$ cat src/rtl/fifo_burst_reader.sv
// Pops exactly BURST_LEN words from a 1-cycle-latency FIFO and streams them on valid/ready,
// tagging the final word with outLast. A 2-entry skid buffer hides the FIFO read latency.
module fifo_burst_reader #(
  parameter int FIFO_WIDTH = 8,
  parameter int BURST_LEN  = 16,
  parameter int CNT_WIDTH  = $clog2(BURST_LEN + 1)
) (
  input  logic                  clk,
  input  logic                  rst,
  input  logic                  start,
  input  logic                  fifoIsEmpty,
  input  logic [FIFO_WIDTH-1:0] fifoDataOut,
  output logic                  fifoReadEn,
  output logic                  outValid,
  input  logic                  outReady,
  output logic [FIFO_WIDTH-1:0] outData,
  output logic                  outLast,
  output logic                  busy,
  output logic                  done
);

  typedef enum logic [1:0] {
    IDLE = 2'd0,
    RUN  = 2'd1,
    DONE = 2'd2
  } stateT;

  localparam logic [CNT_WIDTH-1:0] BURST_CNT = CNT_WIDTH'(BURST_LEN);
  localparam logic [CNT_WIDTH-1:0] LAST_IDX  = CNT_WIDTH'(BURST_LEN - 1);

  stateT                 stateReg;
  stateT                 stateNext;
  logic [CNT_WIDTH-1:0]  issueCnt;
  logic [CNT_WIDTH-1:0]  sendCnt;
  logic                  inflight;
  logic [1:0]            occ;
  logic                  headPtr;
  logic                  tailPtr;
  logic [FIFO_WIDTH-1:0] skidMem [2];
  logic                  accept;
  logic [2:0]            pending;

  assign outValid = (occ != 2'd0);
  assign accept   = outValid && outReady;
  assign outData  = outValid ? skidMem[headPtr] : '0;
  assign outLast  = outValid && (sendCnt == LAST_IDX);

  // Words still owed to the buffer after this cycle; a new pop is only safe if a slot remains.
  assign pending    = {1'b0, occ} + {2'b00, inflight} - {2'b00, accept};
  assign fifoReadEn = !rst && (stateReg == RUN) && !fifoIsEmpty &&
                      (issueCnt < BURST_CNT) && (pending < 3'd2);

  always_comb begin
    stateNext = stateReg;
    busy      = 1'b0;
    done      = 1'b0;
    case (stateReg)
      IDLE: begin
        if (start) stateNext = RUN;
      end
      RUN: begin
        busy = 1'b1;
        if (accept && outLast) stateNext = DONE;
      end
      DONE: begin
        done      = 1'b1;
        stateNext = IDLE;
      end
      default: stateNext = IDLE;
    endcase
  end

  always_ff @(posedge clk) begin
    if (rst) begin
      stateReg <= IDLE;
      issueCnt <= '0;
      sendCnt  <= '0;
      inflight <= 1'b0;
      occ      <= 2'd0;
      headPtr  <= 1'b0;
      tailPtr  <= 1'b0;
    end else begin
      stateReg <= stateNext;
      inflight <= fifoReadEn;
      // Counters clear on the way back to IDLE so the next burst starts from zero.
      if (stateReg == DONE) begin
        issueCnt <= '0;
        sendCnt  <= '0;
      end else begin
        if (fifoReadEn) issueCnt <= issueCnt + CNT_WIDTH'(1);
        if (accept)     sendCnt  <= sendCnt + CNT_WIDTH'(1);
      end
      if (inflight) tailPtr <= ~tailPtr;
      if (accept)   headPtr <= ~headPtr;
      occ <= occ + {1'b0, inflight} - {1'b0, accept};
    end
  end

  // The word returned by last cycle's pop lands at the buffer tail.
  always_ff @(posedge clk) begin
    if (inflight) skidMem[tailPtr] <= fifoDataOut;
  end

endmodule

$ cat config.mk
export PLATFORM = sky130hd
export DESIGN_NAME = fifo_burst_reader
export DESIGN_NICKNAME = d
export VERILOG_FILES = /design/src/rtl/fifo_burst_reader.sv
export SDC_FILE = /design/constraint.sdc
export NUM_CORES = 1
export LEC_CHECK = 0
export CAP_MARGIN = 20
export CORE_UTILIZATION = 38
export CTS_CLUSTER_DIAMETER = 60
export CTS_CLUSTER_SIZE = 8
export DETAILED_ROUTE_END_ITERATION = 12
export PLACE_DENSITY = 0.61
export SYNTH_ARGS = -nofsm -noshare
export SYNTH_HDL_FRONTEND = slang
export SYNTH_SLANG_ARGS = --single-unit
$ cat constraint.sdc
create_clock -name clk -period 4.4 [get_ports clk]
set_input_delay 1.1 -clock clk [delete_from_list [all_inputs] [get_ports clk]]
set_output_delay 1.1 -clock clk [all_outputs]
set_load 0.02 [all_outputs]
# Yosys cells after proc, flatten, opt, wreduce, memory -nomap -nowiden
# Memory sizes are Yosys's and may differ from the RTL's. A register that Yosys moved wholly into a read port is not among the register bits.
# Cells that the tools add are included.
dict set report word_totals {
  regBits 17
  latchBits 0
  ramBits 16
  mem_bits_ro 0
  input_bits 13
  output_inout_bits 13
  wordCells 46
  n_memories 1
}
dict set report op_classes {
  n_addsub 6
  mul 0
  div_mod_pow 0
  order_cmp 2
  eq_ne 5
  shifts 0
  mux 10
  bitwise 2
  n_reduce_logical 13
}
# memory words width rd rd_ports_with_merged_regs write_ports line
set mem_list {}
lappend mem_list {skidMem 2 8 1 1 1 39} ;# logic [FIFO_WIDTH-1:0] skidMem [2];
# op n
set ops {}
lappend ops {{adder 5 x 1 -> 5 bit (second input constant)} 2}
lappend ops {{2-to-1 mux 8 bit} 1}
lappend ops {{logical AND 1 bit} 7}
lappend ops {{2-to-1 mux 1 bit} 6}
lappend ops {{== test 5 x 4 -> 1 bit (second input constant)} 1}
lappend ops {{< comparator 5 bit (second input constant)} 1}
lappend ops {{2-to-1 mux 2 bit} 2}
lappend ops {{one-hot mux 2 bit (2 select lines)} 1}
lappend ops {{adder 2 x 1 -> 3 bit} 1}
lappend ops {{< comparator 3 x 2 -> 1 bit (second input constant)} 1}
lappend ops {{subtractor 3 x 1 -> 3 bit} 1}
lappend ops {{adder 2 x 1 -> 2 bit} 1}
lappend ops {{== test 2 x 1 -> 1 bit (second input constant)} 1}
lappend ops {{== test 2 bit (second input constant)} 1}
lappend ops {{logical NOT 1 bit} 2}
lappend ops {{logical NOT 2 bit} 1}
lappend ops {{!= test 2 x 1 -> 1 bit (second input constant)} 1}
lappend ops {{!= test 2 bit (second input constant)} 1}
lappend ops {{NOT 1 bit} 2}
lappend ops {{AND reduction 2 bit} 1}
lappend ops {{nonzero test 2 bit} 1}
lappend ops {{OR reduction 2 bit} 1}
lappend ops {{subtractor 2 x 1 -> 2 bit} 1}

# Longest topological paths before layout
dict set report logic_depth {
  ltp_word 5
  ltp_mapped 9
  ltp_nobuf 9
}

# Least setup slack after synthesis
# No wires, ideal clock.
dict set report synth_timing {
  path_type {input to output}
  start {input port outReady}
  end {output port fifoReadEn}
  t_arrival_ps 3239
  required_time_ps 3300
  path_slack_ps 61
  stages 8
  path_buffers 0
  path_cell_list {o21ai_0 > clkinv_1 > ha_1 > inv_1 > ha_1 > fa_1 > or3_1 > nor3_2}
}
dict set report synth_via {
  elab_chain_cells 4
}
# item line
set synth_lines {}
lappend synth_lines {{start: declaration} 15} ;# input logic outReady,
lappend synth_lines {{logical AND 1 bit} 44} ;# assign accept = outValid && outReady;
lappend synth_lines {{via accept} 40} ;# logic accept;
lappend synth_lines {{subtractor 3 x 1 -> 3 bit} 49} ;# assign pending = {1'b0, occ} + {2'b00, inflight} - {2'b00, accept};
lappend synth_lines {{via pending[1]} 41} ;# logic [2:0] pending;
lappend synth_lines {{< comparator 3 x 2 -> 1 bit} 51} ;# (issueCnt < BURST_CNT) && (pending < 3'd2);
lappend synth_lines {{logical AND 1 bit} 51}
lappend synth_lines {{end: declaration} 13} ;# output logic fifoReadEn,
# The timed path passes the listed nets, and every way through them passes these cells.

# Worst setup path after layout
# Same ends and word-level chain as after synthesis.

==> results.toml <==
[timing]
period_needed_ns = 4.251
drv_slew = 0
setup_slack_ns = 0.1492
hold_viol = 0
hold_slack_ns = 0.4527
relSlewSlack_pct = 53.26
setup_viol = 0
worstMarginPinSlew_ns = 0.6985
fin_worst_skew_ns = 0.005053
rsz0062_at_grt = "no"
period_share_pct = 96.61
max_freq_mhz = 235.3

[cts]
cts-root-buf = "clkbuf_8"
cts_buffer_depth = 2
cts_sinks = 34
htreeDepth = 2
holdBufCountCts = 0
numCtsBuffers = 5
clk_pin_slew_ns = 0.06
clk_latency_ns = 0.27
tritoncts = "built"

[routing]
avgViaCountPerCell = 4.720
drt-wirelength-per-cell_microns = 11.43
drc = 0
dr.pass1.iters = 4
drt_iter0_markers = 16
wirelength_microns = 2411
antenna_left = 0
vias = 996

[grt]
grt_max_degree = 16
grt_pass1_vias = 964
antenna_found_initial = 0
grt_pass1_wl_microns = 4160
grt-ovfl-total = 0
grtUsageTotal_pct = 13.99

[power]
total_power_mw = 1.042
pwr_density_cell_nw_per_um2 = 545.5
ir_drop_mv = 0.2375
power_leakage_nw = 0.6941

[logic_synthesis]
ys_seq_area_share_pct = 57.34
ys_async_sr_fraction_pct = 0
synthesis.area_sq_um = 1466
ys_top_cells_by_count = "dfxtp_1, nor2_1, edfxtp_1, mux2i_1, inv_1"
synth_area_per_cell_sq_um = 11.55
synth_edf_count = 16
yosysTopAreaCell = "edfxtp_1"
ys_warn_count = 0
synth.distinct_cells = 32
synthMostInstantiatedCell = "dfxtp_1"
synthTopCellsByArea = "edfxtp_1, dfxtp_1, mux2i_1"
syn-num-nets = 146
synth-main-ff-cell = "dfxtp_1"
ys_seq_elements = 34
syn_inst = 127
synth_top_area_share_pct = 32.76

[run]
drv_cap = 0

[placed_design]
dp_cells = 202
place_congestion = 0.8677
numPortBuffers = 25
preCtsSetupSlack_ns = -0.6493
dp_hpwl_microns = 1758

[final_layout]
stdcell_count = 211
nets = 181
diodes = 0
drive_above_1_share_pct = 14.11
area_growth_pct = 30.29
post-route-util_pct = 51.80

[worst_setup_path]
cp.arrival_ns = 3.15
crit_type = "input port to output pin"
worstPathMaxFanout = 2
critPathCaptureType = "output pin"
worst_ep_required_time_ns = 3.30
critical_path.startpoint_type = "input port"

[floorplan]
die-area_sq_um = 4111
floorplan.initialDensity_pct = 39.76
io_pins = 26
rows = 22
die_x_microns = 64.12
core_area_sq_um = 3689
die_y_microns = 64.12

[status]
status = "finished, final reports clean"

[worst_hold_path]
hold_class = "register to register"
==> flip-flops by register name (all words and copies together) (netlist names), named ones only <==
| name | flops |
|---|---|
| skidMem | 16 |
| inflight | 1 |
| occ | 2 |
| stateReg | 2 |
| headPtr | 1 |
| issueCnt | 5 |
| sendCnt | 5 |
| tailPtr | 1 |
==> layout by cell type, fill, tap and decap left out, types with 2 or more instances in the layout <==
master / count
clkdlybuf4s50_1: 23
dfxtp_1: 18
nor2_1: 17
edfxtp_1: 16
mux2i_1: 12
inv_1: 8
buf_4: 7
nor2b_1: 5
nand3b_1: 5
ha_1: 5
clkbuf_8: 5
xnor2_1: 4
nand3_1: 3
nand2_1: 3
or3b_2: 3
clkinv_2: 2
and3_1: 2
nand2b_1: 2
a21oi_1: 2
nor4_1: 2
==> through the flow <==
stage | instance area (sq um) | TNS, ns
final | 1911 | 0
after CTS | 1911 | 0
after floorplan | 1466 | 0
after global routing | 1911 | 0
after global placement | 1805 | -0.6299
after detailed placement | 1805 | -0.6493
==> what timing repair did <==
action | in CTS | in global routing
gates resized for setup | 12 | 0
buffers inserted | 1 | 0
setup endpoints to repair | 1 | 0
==> where the power goes <==
group / internal [mW] / leakage, nW / switching [mW] / total [mW]
logic: 0.212 / 0.361 / 0.215 / 0.427
registers: 0.372 / 0.291 / 0.0358 / 0.407
clock network: 0.108 / 0.0426 / 0.0994 / 0.208
==> metal layers <==
layer	share of wire [%]	global-route usage, %	wire [microns]
met2	48	22.74	1152
met1	46	15.91	1104
met3	4.1	4.107	99
met5	0	0	0
met4	2.3	9.167	55
==> final timing paths <==
path | from | to | slack (ns) | cells after the start
worst max-delay path | outReady | fifoReadEn | 0.15 | 10
worst max register to register | occ[0] | issueCnt[4] | 1.67 | 10
worst min register to register | issueCnt[4] | issueCnt[4] | 0.45 | 2
worst min-delay path | issueCnt[4] | issueCnt[4] | 0.45 | 2
==> cells by family (layout without fill, tap and decap cells) <==
| kind of cell | count (synthesis) | in the layout | synth area share, % |
|---|---|---|---|
| xor+xnor | 5 | 5 | 2.986 |
| simple gates | 50 | 50 | 19.45 |
| buf+inv | 13 | 49 | 3.412 |
| mux | 12 | 12 | 8.191 |
| compound gates | 7 | 7 | 2.987 |
| fa+ha+maj | 6 | 6 | 5.631 |
| flops | 34 | 34 | 57.34 |
==> critical path, stage by stage <==
cell and delay [ns]:
dlygate4sd2_1 0.25, o21ai_2 0.08, clkinv_2 0.08, ha_1 0.27, inv_1 0.04, ha_1 0.18
fa_1 0.46, or3_4 0.36, nor3_4 0.19, buf_6 0.14
==> cell type report <==
class                           instances  area (sq um)
Clock inverter                          2         8.758
Clock buffer                            6         72.57
Multi-Input combinational cell         80         590.6
Fill cell                             339          1778
Timing Repair Buffer                   32         302.8
Sequential cell                        34         840.8
Inverter                                9         35.03
Tap cell                               48         60.06
Power figures use the tool's default switching activity.
